`src/rtl/control_sequencer.sv`:
```
// control_sequencer
//   Multi-cycle FETCH/DECODE/EXECUTE controller for an accumulator machine.
//   Each non-halt instruction takes three cycles. The program counter
//   advances only when EXECUTE hands back to FETCH. HLT parks the sequencer
//   in HALT until reset.
//
// Ports
//   clock_in          : rising-edge clock
//   reset_n_in        : synchronous, active-low reset
//   instr_in          : program memory data, valid one cycle after instr_addr_out
//   zero_indicator_in : ALU zero flag
//   signal_bit_in     : ALU sign flag
//   instr_addr_out    : program counter
//   data_addr_out     : data memory address (IR operand)
//   data_wr_out       : data memory write strobe (EXECUTE of STO)
//   acc_wr_out        : accumulator load strobe
//   acc_src_sel_out   : accumulator source (00 ALU, 01 data memory, 10 immediate)
//   alu_b_sel_out     : ALU B operand (0 data memory, 1 immediate)
//   operation_out     : ALU operation (0 add, 1 subtract)
//   immediate_out     : IR operand sign-extended from bit 10
//   halted_out        : high while halted
module control_sequencer #(
    parameter int DATA_WIDTH = 16,
    parameter int ADDR_WIDTH = 11
) (
    input  logic                  clock_in,
    input  logic                  reset_n_in,
    input  logic [DATA_WIDTH-1:0] instr_in,
    input  logic                  zero_indicator_in,
    input  logic                  signal_bit_in,
    output logic [ADDR_WIDTH-1:0] instr_addr_out,
    output logic [ADDR_WIDTH-1:0] data_addr_out,
    output logic                  data_wr_out,
    output logic                  acc_wr_out,
    output logic [1:0]            acc_src_sel_out,
    output logic                  alu_b_sel_out,
    output logic                  operation_out,
    output logic [DATA_WIDTH-1:0] immediate_out,
    output logic                  halted_out
);

    typedef enum logic [1:0] {FETCH, DECODE, EXECUTE, HALT} state_t;

    typedef enum logic [4:0] {
        OP_HLT  = 5'b00000, OP_STO  = 5'b00001, OP_LD   = 5'b00010,
        OP_LDI  = 5'b00011, OP_ADD  = 5'b00100, OP_ADDI = 5'b00101,
        OP_SUB  = 5'b00110, OP_SUBI = 5'b00111, OP_BEQ  = 5'b01000,
        OP_BNE  = 5'b01001, OP_BGT  = 5'b01010, OP_BGE  = 5'b01011,
        OP_BLT  = 5'b01100, OP_BLE  = 5'b01101, OP_JMP  = 5'b01110
    } opcode_t;

    state_t                state, state_next;
    logic [ADDR_WIDTH-1:0] pc, pc_next;
    logic [DATA_WIDTH-1:0] ir;
    logic                  flag_z, flag_n;
    logic                  flag_load;
    logic                  taken;
    logic                  data_wr, acc_wr;
    opcode_t               opcode;

    always_ff @(posedge clock_in) begin
        if (!reset_n_in) begin
            state  <= FETCH;
            pc     <= '0;
            ir     <= '0;
            flag_z <= 1'b0;
            flag_n <= 1'b0;
        end else begin
            state <= state_next;
            pc    <= pc_next;
            if (state == DECODE) begin
                ir <= instr_in;
            end
            if (flag_load) begin
                flag_z <= zero_indicator_in;
                flag_n <= signal_bit_in;
            end
        end
    end

    always_comb begin
        state_next      = state;
        pc_next         = pc;
        flag_load       = 1'b0;
        taken           = 1'b0;
        data_wr         = 1'b0;
        acc_wr          = 1'b0;
        acc_src_sel_out = 2'b00;
        alu_b_sel_out   = 1'b0;
        operation_out   = 1'b0;
        opcode          = opcode_t'(ir[15:11]);

        case (state)
            FETCH:  state_next = DECODE;
            DECODE: state_next = EXECUTE;
            EXECUTE: begin
                state_next = FETCH;
                pc_next    = pc + 1'b1;
                case (opcode)
                    OP_HLT: begin
                        state_next = HALT;
                        pc_next    = pc;
                    end
                    OP_STO:  data_wr = 1'b1;
                    OP_LD: begin
                        acc_wr          = 1'b1;
                        acc_src_sel_out = 2'b01;
                    end
                    OP_LDI: begin
                        acc_wr          = 1'b1;
                        acc_src_sel_out = 2'b10;
                        alu_b_sel_out   = 1'b1;
                    end
                    OP_ADD: begin
                        acc_wr    = 1'b1;
                        flag_load = 1'b1;
                    end
                    OP_ADDI: begin
                        acc_wr        = 1'b1;
                        alu_b_sel_out = 1'b1;
                        flag_load     = 1'b1;
                    end
                    OP_SUB: begin
                        acc_wr        = 1'b1;
                        operation_out = 1'b1;
                        flag_load     = 1'b1;
                    end
                    OP_SUBI: begin
                        acc_wr        = 1'b1;
                        operation_out = 1'b1;
                        alu_b_sel_out = 1'b1;
                        flag_load     = 1'b1;
                    end
                    OP_BEQ:  taken = flag_z;
                    OP_BNE:  taken = !flag_z;
                    OP_BGT:  taken = !flag_z && !flag_n;
                    OP_BGE:  taken = !flag_n;
                    OP_BLT:  taken = flag_n;
                    OP_BLE:  taken = flag_n || flag_z;
                    OP_JMP:  taken = 1'b1;
                    default: ;
                endcase
                if (taken) begin
                    pc_next = ir[ADDR_WIDTH-1:0];
                end
            end
            HALT:    state_next = HALT;
            default: state_next = FETCH;
        endcase
    end

    // Strobes are gated by the live reset so a reset landing in EXECUTE
    // never issues a write in that same cycle.
    assign data_wr_out    = data_wr && reset_n_in;
    assign acc_wr_out     = acc_wr && reset_n_in;
    assign instr_addr_out = pc;
    assign data_addr_out  = ir[ADDR_WIDTH-1:0];
    assign immediate_out  = {{(DATA_WIDTH-11){ir[10]}}, ir[10:0]};
    assign halted_out     = (state == HALT);

endmodule
```
`config.mk`:
```
export PLATFORM = sky130hd
export DESIGN_NAME = control_sequencer
export DESIGN_NICKNAME = d
export VERILOG_FILES = /design/src/rtl/control_sequencer.sv
export SDC_FILE = /design/constraint.sdc
export NUM_CORES = 1
export LEC_CHECK = 0
export CORE_ASPECT_RATIO = 1.1
export CORE_MARGIN = 2
export CORE_UTILIZATION = 44
export DETAILED_ROUTE_END_ITERATION = 8
export GPL_ROUTABILITY_DRIVEN = 0
export PLACE_DENSITY = 0.87
export SYNTH_ARGS = -nofsm -noshare
export SYNTH_HDL_FRONTEND = slang
export SYNTH_SLANG_ARGS = --single-unit
```
`constraint.sdc`:
```
create_clock -name clock_in -period 2.42 [get_ports clock_in]
set_input_delay 0.242 -clock clock_in [delete_from_list [all_inputs] [get_ports clock_in]]
set_output_delay 0.242 -clock clock_in [all_outputs]
set_load 0.02 [all_outputs]
```
After elaboration in Yosys (flattened, before gate mapping)
Index checks and enable logic that the tools add are counted.
{"block": "word_totals", "reg_bits": 31, "input_bits": 20, "output_inout_bits": 45, "word_cells": 55}
{"block": "op_classes", "add_sub_neg": 1, "eq_ne": 18, "muxes": 18, "reduce_logical": 13}
{"op": "$eq 5x4->1 const B", "n": 7}
{"op": "$mux 11", "n": 2}
{"op": "$eq 5x3->1 const B", "n": 4}
{"op": "$add 11x1->11 const B", "n": 1}
{"op": "$mux 1", "n": 11}
{"op": "$eq 5x2->1 const B", "n": 2}
{"op": "$pmux 2 s4", "n": 1}
{"op": "$pmux 1 s7", "n": 1}
{"op": "$reduce_or 6->1", "n": 1}
{"op": "$eq 5x1->1 const B", "n": 1}
{"op": "$logic_not 5->1", "n": 1}
{"op": "$eq 2x2->1 const B", "n": 2}
{"op": "$mux 2", "n": 2}
{"op": "$pmux 2 s2", "n": 1}
{"op": "$reduce_or 4->1", "n": 1}
{"op": "$logic_and 1x1->1", "n": 3}
{"op": "$reduce_or 3->1", "n": 1}
{"op": "$eq 2x1->1 const B", "n": 1}
{"op": "$logic_not 1->1", "n": 2}
{"op": "$logic_not 2->1", "n": 1}
{"op": "$ne 2x2->1 const B", "n": 1}
{"op": "$reduce_and 2->1", "n": 1}
{"op": "$reduce_or 2->1", "n": 1}
{"op": "$logic_or 1x1->1", "n": 1}

Longest topological paths before layout
Gate-level depths: netlist of run 1.
{"block": "logic_depth", "ltp_word": 6, "mapped_depth": 7, "depth_no_buf": 6}

Worst setup path after synthesis of run 1
No wires, ideal clock.
{"block": "synth_path", "kind": "register -> output", "from": "register state[0]", "to": "output port data_wr_out", "t_arrival_ps": 1527, "t_required_ps": 2178, "path_slack_ps": 651, "stages_incl_launch_ff": 5, "n_path_buf": 0, "cell_sequence": "dfxtp_1 > nand2b_1 > nor3_1 > nand2_1 > nor4_1"}
{"block": "synth_between", "elab_chain_len": 3}
{"element": "start: declaration", "line_no": "52", "rtl": "state_t state, state_next;"}
{"element": "start signal: assignment", "line_no": "69", "rtl": "state <= state_next;"}
{"element": "$eq 2x2->1", "line_no": "93", "rtl": "case (state)"}
{"element": "$mux 1", "line_no": "93"}
{"element": "$logic_and 1x1->1", "line_no": "154", "rtl": "assign data_wr_out = data_wr && reset_n_in;"}
{"element": "end: declaration", "line_no": "33", "rtl": "output logic data_wr_out,"}
Every way passes these cells.

Worst setup path in the final report of run 1
Same ends and word-level chain as after synthesis.

==> results of run 1 <==
## layout make-up
| type | count | area share [%] |
|---|---|---|
| multi-input combinational | 148 | 36.41 |
| timing repair buffer | 69 | 29.59 |
| sequential | 31 | 27.07 |
| clock buffer | 7 | 3.330 |
| tap | 50 | 2.729 |
| inverter | 4 | 0.6550 |
| clock inverter | 1 | 0.2183 |
## report_power, final
part,switching (mW),internal [mW],leakage (nW)
Clock,0.174,0.201,0.0422
Combinational,0.160,0.147,0.577
Sequential,0.0427,0.544,0.253
## final timing paths
| kind | end | slack, ns | cells after the start |
|---|---|---|---|
| setup reg to reg | instr_addr_out[8] | 0.40 | 5 |
| hold reg to reg | ir[3] | 0.49 | 2 |
| hold / removal | ir[3] | 0.49 | 2 |
| setup / recovery | data_wr_out | 0.14 | 5 |
## per-stage QoR
step / utilization (%) / hold WS, ns / power, mW / instance area, um2 / std cells
after floorplan: - / 0.3780 / 0.8082 / 1725 / 221
after global placement: 59.42 / 0.4778 / 0.9001 / 2206 / 302
after detailed placement: 59.42 / 0.4814 / 0.9062 / 2206 / 302
after CTS: 61.75 / 0.4901 / 1.285 / 2292 / 310
after global routing: 61.75 / 0.5045 / 1.340 / 2292 / 310
final: 61.75 / 0.4876 / 1.270 / 2292 / 310
## flip-flops by register name, indices dropped and copies added (netlist names)
register / cells
ir: 16
instr_addr_out: 11
state: 2
flag_n: 1
flag_z: 1
## cells in the final DEF (no fill, tap or decap), drive strengths merged, types with 2 or more instances in the layout
cell           netlist  layout
clkdlybuf4s50        0      64
nand2               48      48
dfxtp               31      31
a21oi               26      26
nor2                11      11
mux2i               10      10
clkbuf               7       7
o22ai                6       6
nor3                 6       6
buf                 31       5
nand2b               4       4
inv                  4       4
nand3                4       4
and3                 3       3
or2                  3       3
nor3b                2       2
nor2b                2       2
and4                 2       2
nand4                2       2
a31oi                2       2
o21ai                2       2
## cell families after synthesis
group,count (synthesis),synth area share (%)
xor gates and xnor gates,1,0.5077
buffers and inverters,42,15.95
AOI/OAI and AO/OA,45,15.59
DFF,31,35.97
and+or+nand+nor,90,24.80
adders and majority gates,1,0.7250
muxes,11,6.454
## what timing repair did
item                                    4_1_cts  5_1_grt
resized for setup                             1        0
buffers inserted                              0        0
endpoints found under the setup margin        2        0
## worst reg2reg max path: stages, from the launching register on
cell and delay [ns]:
dfxtp_1 0.53, xnor2_1 0.17, a21oi_1 0.08, a211o_1 0.52
mux2_1 0.40, o221a_1 0.22
## per-layer routing
| layer | up-vias | routed length [um] | share of wire [%] | track usage, % |
|---|---|---|---|---|
| met3 | 8 | 204 | 5.3 | 4.058 |
| met2 | 57 | 1870 | 48 | 31.23 |
| met5 | - | 0 | 0 | 0 |
| met1 | 731 | 1689 | 44 | 20.88 |
| met4 | 0 | 97 | 2.5 | 8.937 |
| li1 | 810 | - | - | - |
==> impl_metrics.py, run 1 <==
metrics = {
    "status": {
        "status": "finished, final reports clean",
    },
    "die": {
        "die_y_um": 69.68,
        "die_area_mm2": 0.004439,
        "num_io_pins": 65,
        "initial_core_util_pct": 46.48,
        "core_mm2": 0.003712,
        "row_count": 23,
        "die_w_um": 63.71,
    },
    "yosys": {
        "synth_area_leaders": "dfxtp_1, buf_4, nand2_1, a21oi_1, mux2i_1",
        "synth_warnings": 0,
        "synth_top_area_share_pct": 35.97,
        "yosysTopAreaCell": "dfxtp_1",
        "synth_commonest_cells": "nand2_1, dfxtp_1, buf_4",
        "syn-num-nets": 242,
        "async_reset_ff_share_pct": 0,
        "synth-seq-area-share_pct": 35.97,
        "synth_edf_count": 0,
        "synth_ff_type": "dfxtp_1",
        "synthCells": 221,
        "synth_cell_types": 39,
        "synth_seq_cells": 31,
        "syn_avg_cell_area_um2": 7.807,
        "syn_area_mm2": 0.001725,
        "post-synth-top-count-cell": "nand2_1",
    },
    "setup_path": {
        "required_ns": 2.18,
        "cpLargestDelayFamily": "simple AND/OR/NAND/NOR gates",
        "worstPathCellList": "nand2b_1, nor3_2, nand2_1, nor4_1, clkdlybuf4s50_1",
        "cp_num_buf_inv": 1,
        "crit_start": "state[0]",
        "critPathMaxStageDelay_ns": 0.65,
        "cp-start-kind": "flop",
        "path_class": "flop to output pin",
        "reg2reg_from": "ir[13]",
        "cp_data_arrival_time_ns": 2.03,
        "worst_path_max_delay_cell": "clkdlybuf4s50_1",
        "cp_max_fo": 5,
        "cp-end-kind": "output pin",
    },
    "grt": {
        "grt_pass1_wl_mm": 6.582,
        "grt.overflow.total": 0,
        "antenna_found_initial": 0,
        "grt_pass1_vias": 1501,
        "grt_use_total_pct": 18.14,
        "grt_max_degree": 17,
    },
    "drt": {
        "vias": 1606,
        "wl_per_cell_um": 12.46,
        "drtAntennaViolNets": 0,
        "dr.first_iter.drc_count": 81,
        "routed_via_density": 5.181,
        "first_pass_iters": 4,
        "drc": 0,
        "drt_wl_total_mm": 3.862,
    },
    "clocking": {
        "cts_root_buffer": "clkbuf_8",
        "cts_made_buffers": 5,
        "clock_latency_ns": 0.27,
        "holdBufCountCts": 0,
        "cts_tree": "yes",
        "cts.clk_slew.worst_paths_ns": 0.06,
        "clock_sinks": 31,
        "ctsHtreeMaxLevel": 2,
        "cts_buffer_depth": 2,
    },
    "placement": {
        "port_buffers": 64,
        "place_ws_ns": 0.3037,
        "dp_hpwl_mm": 2.887,
    },
    "sta": {
        "setup_violations": 0,
        "finalMaxSlewViolations": 0,
        "grt_setup_unrepaired": "no",
        "fin_setup_tns_ns": 0,
        "fin_crit_ns": 2.276,
        "max_freq_ghz": 0.4394,
        "timing.final.crit_share_pct": 94.03,
        "hold_violations": 0,
        "tightestPinTransition_ns": 0.6179,
        "slew_headroom_pct": 58.80,
        "skew_ns": 0.006098,
        "fin_ws_ns": 0.1444,
    },
    "final_layout": {
        "diodes": 0,
        "finalNetCount": 280,
        "register_area_um2": 620.6,
        "areaGrowthSynthToFinish_pct": 32.85,
        "layout-drive-gt1-share_pct": 6.154,
        "fillerInstances": 315,
        "multiInputGateArea_um2": 834.6,
    },
    "pwr": {
        "p_per_area_mw_per_mm2": 553.9,
        "power.leakage_nw": 0.8715,
        "ir_drop_mv": 0.3651,
    },
    "run": {
        "cap_violations": 0,
    },
    "hold_path": {
        "hp-class": "flop to flop",
        "min-delay-start": "ir[3]",
    },
}
(Power assumes the default switching activity.)
==> inputs of run 2 (changes only) <==
--- a/config.mk
+++ b/config.mk
@@ -11,6 +11,7 @@
 export DETAILED_ROUTE_END_ITERATION = 8
 export GPL_ROUTABILITY_DRIVEN = 0
 export PLACE_DENSITY = 0.87
+export SKIP_CTS_REPAIR_TIMING = 1
 export SYNTH_ARGS = -nofsm -noshare
 export SYNTH_HDL_FRONTEND = slang
 export SYNTH_SLANG_ARGS = --single-unit
==> run 2 against run 1 <==
Final cell count unchanged. Setup slack better by 0.026 ns. Highest routed layer unchanged. Register-to-register slack barely moved. Sequential power hardly changed. Count of clock-buffer cells in the layout unchanged.
==> impl_metrics.py, run 2 (same netlist as run 1, synthesis figures left out) <==
metrics = {
    "status": {
        "status": "finished, final reports clean",
    },
    "setup_path": {
        "cp_data_arrival_time_ns": 2.01,
        "cp-end-kind": "output pin",
        "cp_num_buf_inv": 1,
        "required_ns": 2.18,
        "worstPathCellList": "nand2b_1, nor3_4, nand2_1, nor4_1, clkdlybuf4s50_1",
        "r2r_slack_ns": 0.39,
        "worst_path_max_delay_cell": "clkdlybuf4s50_1",
        "cp-start-kind": "flop",
        "cp_max_fo": 5,
        "path_class": "flop to output pin",
        "critPathMaxStageDelay_ns": 0.64,
        "cpLargestDelayFamily": "simple AND/OR/NAND/NOR gates",
    },
    "drt": {
        "drt_wl_total_mm": 3.877,
        "wl_per_cell_um": 12.51,
        "drtAntennaViolNets": 0,
        "routed_via_density": 5.177,
        "vias": 1605,
        "first_pass_iters": 4,
        "dr.first_iter.drc_count": 96,
        "drc": 0,
    },
    "placement": {
        "dp_hpwl_mm": 2.887,
        "port_buffers": 64,
        "place_ws_ns": 0.3037,
        "dp.cells": 302,
        "dpl-instance-area_mm2": 0.002206,
    },
    "sta": {
        "fin_ws_ns": 0.1705,
        "slew_headroom_pct": 58.75,
        "grt_setup_unrepaired": "no",
        "skew_ns": 0.006019,
        "hold_violations": 0,
        "timing.final.crit_share_pct": 92.95,
        "finalMaxSlewViolations": 0,
        "setup_violations": 0,
        "max_freq_ghz": 0.4446,
        "fin_crit_ns": 2.249,
        "tightestPinTransition_ns": 0.6188,
    },
    "final_layout": {
        "largest_reg_flops": 16,
        "layout_common_cells": "clkdlybuf4s50_1, nand2_1, dfxtp_1",
        "finalNetCount": 280,
        "diodes": 0,
        "areaGrowthSynthToFinish_pct": 33.21,
        "finalInstanceArea_mm2": 0.002298,
        "fillerInstances": 314,
        "layout-drive-gt1-share_pct": 6.154,
        "regMostFlops": "ir",
        "stdcell_count": 310,
        "mostFrequentLayoutCell": "clkdlybuf4s50_1",
    },
    "pwr": {
        "power.leakage_nw": 0.8681,
        "pwr-share-clk_pct": 29.6,
        "p_int_uw": 893.4,
        "power_mw": 1.274,
        "p_per_area_mw_per_mm2": 554.5,
        "power_frac_seq_pct": 46.1,
        "power_frac_comb_pct": 24.3,
        "ir_drop_mv": 0.3649,
        "switching_share_pct": 29.89,
        "p_switching_uw": 381.0,
    },
    "clocking": {
        "cts_buffer_depth": 2,
        "ctsHtreeMaxLevel": 2,
        "clock_sinks": 31,
        "cts_tree": "yes",
        "cts_root_buffer": "clkbuf_8",
        "cts_made_buffers": 5,
        "cts.clk_slew.worst_paths_ns": 0.06,
        "clock_latency_ns": 0.28,
    },
    "die": {
        "die_w_um": 63.71,
        "core_mm2": 0.003712,
        "row_count": 23,
        "die_y_um": 69.68,
        "num_io_pins": 65,
        "die_area_mm2": 0.004439,
        "initial_core_util_pct": 46.48,
    },
    "grt": {
        "antenna_found_initial": 0,
        "grt_pass1_vias": 1504,
        "grt_max_degree": 17,
        "grt_pass1_wl_mm": 6.589,
        "grt_use_total_pct": 18.17,
        "grt.overflow.total": 0,
    },
    "hold_path": {
        "hp-class": "flop to flop",
    },
    "run": {
        "cap_violations": 0,
    },
}
[run 2: cell count changes in the layout (fill, tap and decap cells not counted)]
cell / previous run / this run
nor3_4: 0 / 1
nor3_2: 1 / 0
[run 2: through the flow]
stage | setup TNS, ns | util [%] | hold slack [ns]
6_report | 0 | 61.91 | 0.4876
5_1_grt | 0 | 61.91 | 0.5009
4_1_cts | -0.04767 | 61.61 | 0.4901
3_5_place_dp | 0 | 59.42 | 0.4814
3_3_place_gp | 0 | 59.42 | 0.4778
2_1_floorplan | 0 | - | 0.3780
[run 2: path summary, 6_finish.rpt]
| check | startpoint | endpoint | depth (start not counted) |
|---|---|---|---|
| setup / recovery | state[0] | data_wr_out | 5 |
| hold / removal | ir[3] | ir[3] | 2 |
| setup reg to reg | ir[13] | instr_addr_out[8] | 5 |
| hold reg to reg | ir[3] | ir[3] | 2 |
[run 2: layout make-up]
cell class / count / area (um2) / area share (%)
clock inverters: 1 / 5.005 / 0.2177
repair buffers: 69 / 678.2 / 29.50
clock buffers: 7 / 76.32 / 3.321
well taps: 50 / 62.56 / 2.722
inverters: 4 / 15.01 / 0.6532
flip-flops and latches: 31 / 620.6 / 27.00
multi-input cells: 148 / 840.8 / 36.58
[run 2: per-layer routing]
| metal | vias to the layer above | wire (um) | GRT usage, % |
|---|---|---|---|
| met5 | - | 0 | 0 |
| li1 | 808 | - | - |
| met2 | 64 | 1930 | 31.35 |
| met3 | 10 | 240 | 3.896 |
| met4 | 0 | 85 | 9.179 |
| met1 | 723 | 1621 | 20.88 |
[run 2: worst reg2reg max path: cells and delay by family (launching register included)]
family,cells,cell delay (ns)
xor+xnor,1,0.17
mux,1,0.40
compound gates,3,0.82
flops,1,0.53
[run 2: power by group through the flow]
stage / clock (mW) / sequential (mW) / combinational (mW)
after floorplan: 0 / 0.590 / 0.218
after global placement: 0 / 0.595 / 0.305
after detailed placement: 0 / 0.597 / 0.309
after CTS: 0.387 / 0.586 / 0.310
after global routing: 0.419 / 0.595 / 0.332
final: 0.377 / 0.588 / 0.309
==> inputs of run 3 (changes only) <==
--- a/config.mk
+++ b/config.mk
@@ -5,12 +5,13 @@
 export SDC_FILE = /design/constraint.sdc
 export NUM_CORES = 1
 export LEC_CHECK = 0
+export ABC_AREA = 1
 export CORE_ASPECT_RATIO = 1.1
 export CORE_MARGIN = 2
-export CORE_UTILIZATION = 44
+export CORE_UTILIZATION = 45
 export DETAILED_ROUTE_END_ITERATION = 8
 export GPL_ROUTABILITY_DRIVEN = 0
-export PLACE_DENSITY = 0.87
+export PLACE_DENSITY = 0.86
 export SKIP_CTS_REPAIR_TIMING = 1
 export SYNTH_ARGS = -nofsm -noshare
 export SYNTH_HDL_FRONTEND = slang
==> run 3 against run 2 <==
Synthesized cell count up 29%. Design area up 4.9%. Register-to-register slack better by 0.48 ns. Worst hold slack worse by 0.00080 ns. Die area up 6.8%. Routed wire length up 8.7%. Clock skew about the same. Flip-flop and latch count unchanged. Final cell count up 20%.
==> impl_metrics.py, run 3 <==
metrics = {
    "setup_path": {
        "endpoint": "acc_src_sel_out[1]",
        "r2r_slack_ns": 0.87,
        "cp_max_fo": 4,
        "crit_start": "ir[13]",
        "reg2reg_from": "state[1]",
        "reg2reg_to": "ir[2]",
        "path_class": "flop to output pin",
        "cp-end-kind": "output pin",
        "reg2regPathDepth": 5,
        "cp-start-kind": "flop",
        "required_ns": 2.18,
        "cp_data_arrival_time_ns": 1.88,
    },
    "clocking": {
        "cts_buffer_depth": 2,
        "ctsHtreeMaxLevel": 2,
        "cts.clk_slew.worst_paths_ns": 0.06,
        "clock_latency_ns": 0.29,
        "cts_root_buffer": "clkbuf_8",
        "cts_tree": "yes",
        "cts_made_buffers": 5,
        "clock_sinks": 31,
    },
    "pwr": {
        "power_mw": 1.611,
        "ir_drop_mv": 0.3715,
        "p_per_area_mw_per_mm2": 668.0,
        "power.leakage_nw": 0.9890,
    },
    "hold_path": {
        "hp-class": "flop to flop",
        "min-delay-start": "flag_n",
        "hold_depth": 2,
    },
    "placement": {
        "dp_hpwl_mm": 3.091,
        "dpl-instance-area_mm2": 0.002330,
        "port_buffers": 64,
    },
    "yosys": {
        "synth_commonest_cells": "nand2_1, nor2_1, dfxtp_1",
        "synth_seq_cells": 31,
        "async_reset_ff_share_pct": 0,
        "syn_area_mm2": 0.001893,
        "yosysTopAreaCell": "dfxtp_1",
        "post-synth-top-count-cell": "nand2_1",
        "synth_cell_types": 26,
        "synth_warnings": 0,
        "synth-seq-area-share_pct": 32.78,
        "synthCells": 284,
        "syn_avg_cell_area_um2": 6.666,
        "synth_area_leaders": "dfxtp_1, buf_4, nand2_1, nor2_1, nand3_1",
        "synth_edf_count": 0,
        "synth_top_area_share_pct": 32.78,
        "synth_ff_type": "dfxtp_1",
        "syn-num-nets": 305,
    },
    "final_layout": {
        "layout_common_cells": "clkdlybuf4s50_1, nand2_1, nor2_1",
        "fin_util_pct": 60.37,
        "regMostFlops": "ir",
        "mostFrequentLayoutCell": "clkdlybuf4s50_1",
        "largest_reg_flops": 16,
        "finalInstanceArea_mm2": 0.002411,
        "fillerInstances": 356,
        "finalNetCount": 340,
        "areaGrowthSynthToFinish_pct": 27.36,
        "layout-drive-gt1-share_pct": 6.563,
        "diodes": 0,
    },
    "grt": {
        "grt_max_degree": 23,
        "grt.overflow.total": 0,
        "grt_use_total_pct": 18.92,
        "grt_pass1_vias": 1594,
        "grt_pass1_wl_mm": 7.031,
        "antenna_found_initial": 0,
    },
    "drt": {
        "drtAntennaViolNets": 0,
        "drt_wl_total_mm": 4.216,
        "routed_via_density": 4.882,
        "first_pass_iters": 5,
        "vias": 1816,
        "drc": 0,
        "wl_per_cell_um": 11.33,
        "dr.first_iter.drc_count": 111,
    },
    "status": {
        "status": "finished, final reports clean",
    },
    "sta": {
        "setup_violations": 0,
        "finalMaxSlewViolations": 0,
        "slew_headroom_pct": 62.20,
        "fin_crit_ns": 2.119,
        "fin_setup_tns_ns": 0,
        "tightestPinTransition_ns": 0.5656,
        "hold_violations": 0,
        "grt_setup_unrepaired": "no",
        "timing.final.crit_share_pct": 87.56,
        "skew_ns": 0.005978,
        "max_freq_ghz": 0.4720,
    },
    "die": {
        "num_io_pins": 65,
        "die_area_mm2": 0.004742,
        "core_mm2": 0.003994,
        "initial_core_util_pct": 47.40,
        "die_w_um": 65.84,
        "row_count": 24,
        "die_y_um": 72.03,
    },
    "run": {
        "cap_violations": 0,
    },
}
## run 3: cell count changes after synthesis, sizes merged, moves of 6 or more
| cell | previous run | this run |
|---|---|---|
| inv | 4 | 35 |
| nand3 | 4 | 27 |
| o22ai | 6 | 0 |
| o21ai | 2 | 20 |
| nor2 | 11 | 50 |
| mux2i | 10 | 0 |
| a21oi | 26 | 15 |
## run 3: worst min path at each step
stage,end,slack (ns)
finish,flag_n,0.49
global route,flag_n,0.53
CTS,flag_n,0.49
global placement,flag_n,0.48
floorplan,ir[0],0.41
detailed placement,flag_n,0.48
## run 3: cells by family after synthesis
group           Yosys count  synth area share, %
fa+ha+maj                 1               0.6608
compound gates           36                9.650
buf+inv                  72                21.81
xor+xnor                  4                1.850
simple gates            140                33.25
flops                    31                32.78
## run 3: cell type report
class | instances | area, um2 | area share (%)
multi-input cells | 181 | 859.6 | 35.65
clock buffers | 7 | 76.32 | 3.166
inverters | 35 | 136.4 | 5.656
repair buffers | 65 | 648.1 | 26.88
well taps | 52 | 65.06 | 2.698
clock inverters | 1 | 5.005 | 0.2076
flip-flops and latches | 31 | 620.6 | 25.74
## run 3: per-stage QoR
| stage | cells | setup slack (ns) | hold WS [ns] |
|---|---|---|---|
| 2_1_floorplan | 284 | 0.9223 | 0.4087 |
| 3_3_place_gp | 364 | 0.5790 | 0.4805 |
| 3_5_place_dp | 364 | 0.5840 | 0.4762 |
| 4_1_cts | 372 | 0.3185 | 0.4875 |
| 5_1_grt | 372 | 0.2559 | 0.5255 |
| 6_report | 372 | 0.3011 | 0.4868 |
## run 3: worst max-delay path, stage by stage (launching register included)
cell and delay [ns]:
dfxtp_1 0.34, nor2_1 0.17, nand2_1 0.12, nor4_1 0.29, clkdlybuf4s50_1 0.67
## run 3: where the power goes
part,total [mW],internal [mW],switching [mW]
combinational,0.576,0.248,0.329
sequential,0.644,0.574,0.0703
clock,0.390,0.201,0.189
total,1.61,1.02,0.588
## run 3: routing by layer
metal / GRT usage, % / wire [um] / vias to the layer above
met5: 0 / 0 / -
met4: 8.796 / 89 / 0
met3: 4.806 / 253 / 11
met2: 31.43 / 2043 / 65
met1: 22.82 / 1830 / 798
li1: - / - / 942
